$ cat src/rtl/seg7_pkg.sv
// Shared segment patterns (active-low, {g,f,e,d,c,b,a}) and digit index type
// for the 4-digit 7-segment scan driver.
package seg7_pkg;

   typedef logic [1:0] digit_idx_t;

   localparam logic [6:0] SEG_0     = 7'h40;
   localparam logic [6:0] SEG_1     = 7'h79;
   localparam logic [6:0] SEG_2     = 7'h24;
   localparam logic [6:0] SEG_3     = 7'h30;
   localparam logic [6:0] SEG_4     = 7'h19;
   localparam logic [6:0] SEG_5     = 7'h12;
   localparam logic [6:0] SEG_6     = 7'h02;
   localparam logic [6:0] SEG_7     = 7'h78;
   localparam logic [6:0] SEG_8     = 7'h00;
   localparam logic [6:0] SEG_9     = 7'h10;
   localparam logic [6:0] SEG_DASH  = 7'h3F;
   localparam logic [6:0] SEG_BLANK = 7'h7F;

endpackage

$ cat src/rtl/bcd_to_seg7.sv
// Combinational BCD nibble to active-low segment pattern; non-BCD codes show a dash.
module bcd_to_seg7
   import seg7_pkg::*;
(
   input  logic [3:0] nibble,
   output logic [6:0] seg
);

   always_comb begin
      case (nibble)
         4'd0:    seg = SEG_0;
         4'd1:    seg = SEG_1;
         4'd2:    seg = SEG_2;
         4'd3:    seg = SEG_3;
         4'd4:    seg = SEG_4;
         4'd5:    seg = SEG_5;
         4'd6:    seg = SEG_6;
         4'd7:    seg = SEG_7;
         4'd8:    seg = SEG_8;
         4'd9:    seg = SEG_9;
         default: seg = SEG_DASH;
      endcase
   end

endmodule

$ cat src/rtl/seg7_scan_driver.sv
// Time-multiplexed 4-digit common-anode driver with per-frame snapshot,
// anti-ghosting guard cycles and optional leading-zero blanking.
module seg7_scan_driver
   import seg7_pkg::*;
#(
   parameter int CLK_HZ     = 100_000_000,
   parameter int REFRESH_HZ = 1000,
   parameter int GUARD      = 1,
   parameter int DP_DIGIT   = 2,
   parameter int BLANK_LZ   = 1
)
(
   input  logic        clk100Mhz,
   input  logic        rst,
   input  logic [15:0] display_bcd,
   input  logic        dp,
   output logic [3:0]  an,
   output logic [6:0]  seg,
   output logic        dp_n,
   output logic        frame_done
);

   localparam int DIV = CLK_HZ / REFRESH_HZ;
   localparam int CW  = (DIV > 2) ? $clog2(DIV) : 1;
   localparam logic [CW-1:0] CNT_MAX = CW'(DIV - 1);
   localparam digit_idx_t    DP_IDX  = digit_idx_t'(DP_DIGIT);

   logic [CW-1:0] cnt;
   digit_idx_t    idx;
   logic [15:0]   snap_bcd;
   logic          snap_dp;

   logic       slot_end;
   logic       frame_end;
   logic       in_guard;
   logic       blank;
   logic [3:0] nibble;
   logic [6:0] seg_dec;
   logic [3:0] lz;

   assign slot_end  = (cnt == CNT_MAX);
   assign frame_end = slot_end && (idx == 2'd3);
   assign in_guard  = (int'(cnt) < GUARD);
   assign nibble    = snap_bcd[4*idx +: 4];

   // lz[i]: nibble i and every higher nibble are zero; digit 0 is never blanked
   always_comb begin
      lz[3] = (snap_bcd[15:12] == 4'h0);
      lz[2] = lz[3] && (snap_bcd[11:8] == 4'h0);
      lz[1] = lz[2] && (snap_bcd[7:4] == 4'h0);
      lz[0] = 1'b0;
   end

   assign blank = (BLANK_LZ != 0) && lz[idx] && !(snap_dp && (idx <= DP_IDX));

   bcd_to_seg7 u_dec (
      .nibble (nibble),
      .seg    (seg_dec)
   );

   always_ff @(posedge clk100Mhz or posedge rst) begin
      if (rst) begin
         cnt        <= '0;
         idx        <= '0;
         snap_bcd   <= '0;
         snap_dp    <= 1'b0;
         an         <= 4'hF;
         seg        <= SEG_BLANK;
         dp_n       <= 1'b1;
         frame_done <= 1'b0;
      end else begin
         cnt <= slot_end ? '0 : cnt + CW'(1);
         if (slot_end)
            idx <= idx + 2'd1;
         // Capture only at the frame boundary so a frame never mixes two values
         if (frame_end) begin
            snap_bcd <= display_bcd;
            snap_dp  <= dp;
         end
         frame_done <= frame_end;
         if (in_guard || blank) begin
            an   <= 4'hF;
            seg  <= SEG_BLANK;
            dp_n <= 1'b1;
         end else begin
            an   <= ~(4'b0001 << idx);
            seg  <= seg_dec;
            dp_n <= ~(snap_dp && (idx == DP_IDX));
         end
      end
   end

endmodule

$ cat config.mk
export PLATFORM = sky130hd
export DESIGN_NAME = seg7_scan_driver
export DESIGN_NICKNAME = d
export VERILOG_FILES = /design/src/rtl/seg7_pkg.sv /design/src/rtl/bcd_to_seg7.sv /design/src/rtl/seg7_scan_driver.sv
export SDC_FILE = /design/constraint.sdc
export NUM_CORES = 1
export LEC_CHECK = 0
export ABC_CLOCK_PERIOD_IN_PS = 3830
export CAP_MARGIN = 40
export CORE_MARGIN = 1
export CORE_UTILIZATION = 50
export CTS_CLUSTER_SIZE = 20
export DETAILED_ROUTE_END_ITERATION = 10
export PLACE_DENSITY_LB_ADDON = 0.1
export SLEW_MARGIN = 20
export SYNTH_ARGS = -nofsm -noshare
export SYNTH_HDL_FRONTEND = slang
export SYNTH_SLANG_ARGS = --single-unit
$ cat constraint.sdc
create_clock -name clk100Mhz -period 3.83 [get_ports clk100Mhz]
set_input_delay 0.766 -clock clk100Mhz [delete_from_list [all_inputs] [get_ports clk100Mhz]]
set_output_delay 0.766 -clock clk100Mhz [all_outputs]
set_load 0.005 [all_outputs]
---- Yosys cells after proc, flatten, opt, wreduce, memory -nomap -nowiden ----
Memory sizes are Yosys's and may differ from the RTL's.
Index checks and enable logic that the tools add are counted.
Widths: inputs -> output; s select.
storage, ports and cells
  bits in registers ....................... 49
  ROM bits ................................ 112
  bits of input ports ..................... 19
  output and inout bits ................... 13
  word-level logic and storage cells ...... 38
  memories ................................ 1
memories
  name              depth  bits a word  rd ports  clocked after Yosys merged registers in  write ports  RTL line           text
  (name not given)  16     7            1         0                                        0            bcd_to_seg7.sv:10  case (nibble)
cells by class
  add/sub/neg operators ................... 2
  order comparisons ....................... 3
  equal/unequal tests ..................... 3
  shift-type cells ........................ 2
  mux-type cells .......................... 6
  bitwise logic cells ..................... 2
  reductions and logical operators ........ 11
operators by type and width
  cell                   count
  $add 17x1->17 const B  1
  $eq 17x17->1 const B   1
  $lt 17x1->1 const B    1
  $mux 17                1
  $shiftx 16x5->4        1
  $logic_not 4->1        3
  $mux 7                 1
  $logic_and 1x1->1      6
  $eq 2x2->1 const B     2
  $mux 4                 1
  $not 4->4              1
  $shl 1x2->4 const A    1
  $lt 2x3->1 const B     1
  $add 2x1->2 const B    1
  $bmux 1 s2             1
  $le 2x2->1 const B     1
  $mux 1                 2
  $logic_not 1->1        1
  $logic_or 1x1->1       1
  $not 1->1              1

---- Depth between registers and ports, before layout ----
  word-level depth ........................ 8
  depth in mapped cells ................... 8
  gate-level depth less buffers ........... 7

---- Hierarchy ----
From an unflattened synthesis, not the netlist that was laid out.
unflattened totals
  cells, all modules ...................... 203
  area total of the unflattened synthesis .. 2478.6 µm²
by module, submodules not included
  module            times used  cells each  area an instance (µm²)  seq. area each (µm²)
  seg7_scan_driver  1           172         2238.4                  1241.2
  bcd_to_seg7       1           31          240.2                   0.0

---- Least setup slack after synthesis ----
No wires, ideal clock.
  path type ............................... reg-to-reg
  from .................................... reg idx[0]
  to ...................................... reg seg[2]
  library setup time ...................... 66 ps
  arrival ................................. 1761 ps
  data required time ...................... 3764 ps
  setup slack ............................. 2003 ps
  stages on the path, launching flop included .. 8
  buffers on the path ..................... 1
  clock period less this slack ............ 1827 ps
  cells stage by stage .................... dfrtp_1 -> buf_6 -> mux4_2 -> inv_1 -> ha_1 -> inv_1 -> or3_1 -> nand3_1
between the ends
  longest elaborated chain between the ends .. 6
  elaborated cells between the ends (all ways) .. 10
  those cells by class .................... order compare (1); shift (1); mux (3); reduce/logical (4); memory (1)
ends and longest elaborated chain
  item                                                  RTL line                text
  start: declaration                                    seg7_scan_driver.sv:29  digit_idx_t idx;
  start signal: assignment                              seg7_scan_driver.sv:74  idx <= idx + 2'd1;
  branches (longest 5 deep; another with $mem_v2 16x7)  -
  $mux 7 *                                              seg7_scan_driver.sv:81  if (in_guard || blank) begin
  end signal: assignment                                seg7_scan_driver.sv:87  seg <= seg_dec;
  end: declaration                                      seg7_scan_driver.sv:18  output logic [6:0] seg,
Mark *: on every way between the ends. The select of a mux whose other input is x is not followed.
A chain may end at the register's enable or synchronous reset.

---- Final worst setup path ----
  from .................................... reg an[0]
  to ...................................... out an[0]
RTL lines
  item                      RTL line                text
  start: declaration        seg7_scan_driver.sv:17  output logic [3:0] an,
  start signal: assignment  seg7_scan_driver.sv:86  an <= ~(4'b0001 << idx);
No word-level cell between the ends.

==> reports/results.ini <==
[timing]
fmax_mhz=480
slew_viol_final=0
fin_tns_setup_ps=0
rsz0062_at_grt=false
max_slew_margin=0.511
post-route-period-util=0.544
fin_skew_ps=6.23
setup_violations=0
finalHoldViolCount=0
min_period_ps=2080
tightest_slew_ps=727
hold_ws_ps=497

[global_routing]
grt_first_pass_wirelength_mm=7.75
grt_max_degree=21
grt_pass1_vias=1642
grt.total_usage=0.196
overflow=0
antenna_found_initial=0

[cts]
clk_path_buf_depth=2
htreeDepth=2
cts_setup_buffers=0
ctsHoldBuffers=0
cts_inserted_buffers=5
cts-root-buf=clkbuf_8
clkLatencyLatePin_ps=300
cts_tree=done
clock-sinks=49
clk_pin_slew_worst_paths_ps=90
cts-resized-gates=0

[yosys]
synth-edff-count=0
yosysSeqAreaShare=0.512
yosysTopAreaCell=dfrtp_1
netlist_area_um2=2430
synth.top_cells.by_count=dfrtp_1, inv_1, nand3_1
synth.distinct_cells=40
synthCells=191
avgSynthCellArea_um2=12.7
synth.net_count=221
yosys_warnings=0
ys_async_sr_fraction=1.00
synth_top_area_frac=0.382
synth_mux_area_frac=0.136
synthXorXnorAreaFrac=0.0505
ys.flop_type=dfrtp_1
synth_adder_area_share=0.0567
synth.most_common_cell=dfrtp_1
ys_seq_elements=49
yosys.area_share.simple=0.158
synth_top_family_by_area=simple AND/OR/NAND/NOR gates
synth_area_leaders=dfrtp_1, dfstp_2, mux2_4
synth_compound_area_frac=0.0557

[die]
num_rows=24
dieArea_um2=5130
initial_core_util=0.539
die_w_um=71.7
die_height_um=71.7
coreArea_um2=4500
io_pins=32

[min_path]
min_path_type=reg -> reg
worstHoldStart=cnt[12]

[power]
p_sw_frac=0.224
clock_power_share=0.320
leakage_nw=1.27
finalPower_mw=0.919
p_int_mw=0.714
power.switching_mw=0.206
seq_power_share=0.593
ir_drop_mv=0.167
power_frac_comb=0.087
power_density_nw_per_um2=317

[worst_setup_path]
cpLargestDelayFamily=flip-flops
r2r_cells=5
critPathMaxStageDelay_ps=520
rrSetupSlack_ps=1840
crit_cells=1
startpoint=an[0]
worst-path-buf-inv=1
start_kind=flip-flop
critPathKind=reg -> out
path_max_fanout=1
crit_arrival_ps=1320
path_cells=clkdlybuf4s50_1
end_kind=primary output
cp.required_ps=3060
slowest_stage=dfstp_2
rr_startpoint=cnt[0]
cp-endpoint=an[0]
r2r_end=snap_bcd[9]

[cells_and_area]
drive_gt1_frac=0.235
nets=259
insertedDiodeCount=0
syn2layout_area_growth_pct=19.5
layout.cells.non_filler=282
fin_util=0.644

[drt]
drt-initial-drc-count=99
routed_wl_mm=4.36
vias=1614
vias_per_cell=5.72
ant_nets=0
drt_first_pass_iters=6
wl_per_cell_um=15.5
remaining_drc_errors=0

[outcome]
status=finished clean

[place]
dpl.cell_count=273
io_buffers=31
place.gp.congestion=0.845
dp_hpwl_mm=3.31

[run]
drv_cap=0

==> metrics by stage <==
stage | worst slack, ps | instance area (um2)
after floorplan | 1910 | 2430
after global placement | 1890 | 2780
after detailed placement | 1840 | 2810
after CTS | 1730 | 2890
after global routing | 1670 | 2900
final | 1750 | 2900
==> metal layers <==
layer / GRT usage / wire, um / part of all wire / vias to the layer above
li1: - / - / - / 759
met1: 0.273 / 2100 / 0.48 / 801
met2: 0.297 / 1990 / 0.46 / 43
met3: 0.0380 / 184 / 0.042 / 11
met4: 0.0915 / 88 / 0.020 / 0
met5: 0 / 0 / 0 / -
==> layout by cell type, fill, tap and decap left out, types with 2 or more instances in the layout <==
master / instances
clkinv_2: 2
o211ai_1: 2
clkdlybuf4s50_1: 31
xor2_1: 4
nor4_1: 5
mux2_2: 8
nor3_4: 2
nand4_1: 5
mux2_4: 10
dfstp_2: 12
nand2_1: 7
a21oi_1: 4
or4_1: 2
nor2_1: 11
inv_1: 12
nand3_1: 13
clkbuf_8: 5
and3_1: 4
a31o_2: 2
dfrtp_1: 37
nor3_1: 5
mux4_2: 4
ha_1: 11
xnor2_1: 10
==> cell type report <==
cell class / instances / area (um2)
timing repair buffer: 34 / 353
fill: 339 / 1610
multi-input combinational: 126 / 1110
clock buffer: 6 / 72.6
clock inverter: 2 / 10.0
tap: 52 / 65.1
inverter: 13 / 48.8
sequential: 49 / 1240
==> power groups by stage <==
| stage | logic (mW) | clock network [mW] | registers [mW] |
|---|---|---|---|
| floorplan | 0.0380 | 0 | 0.553 |
| global placement | 0.0747 | 0 | 0.556 |
| detailed placement | 0.0815 | 0 | 0.556 |
| CTS | 0.0817 | 0.301 | 0.546 |
| global route | 0.0893 | 0.322 | 0.548 |
| finish | 0.0801 | 0.294 | 0.546 |
==> state kept, by name, indices dropped and copies added, names as in the netlist <==
name        count
cnt            17
idx             2
dp_n            1
seg             7
an              4
frame_done      1
snap_bcd       16
snap_dp         1
==> logic make-up (layout without fill, tap and decap cells) <==
family	Yosys count	count (layout)
AND/OR/NAND/NOR	63	63
flip-flops	49	49
multiplexers	22	22
AO/OA/AOI/OAI	16	16
buffers and inverters	16	55
XOR/XNOR	14	14
adder cells (fa/ha/maj)	11	11
==> how the worst min path moves through the flow <==
stage | end | slack [ps] | depth (start not counted)
after floorplan | dp_n | 420 | 1
after global placement | cnt[14] | 480 | 1
after detailed placement | cnt[12] | 480 | 1
after CTS | cnt[12] | 500 | 1
after global routing | cnt[12] | 520 | 1
final | cnt[12] | 500 | 1
(Power assumes the default switching activity.)
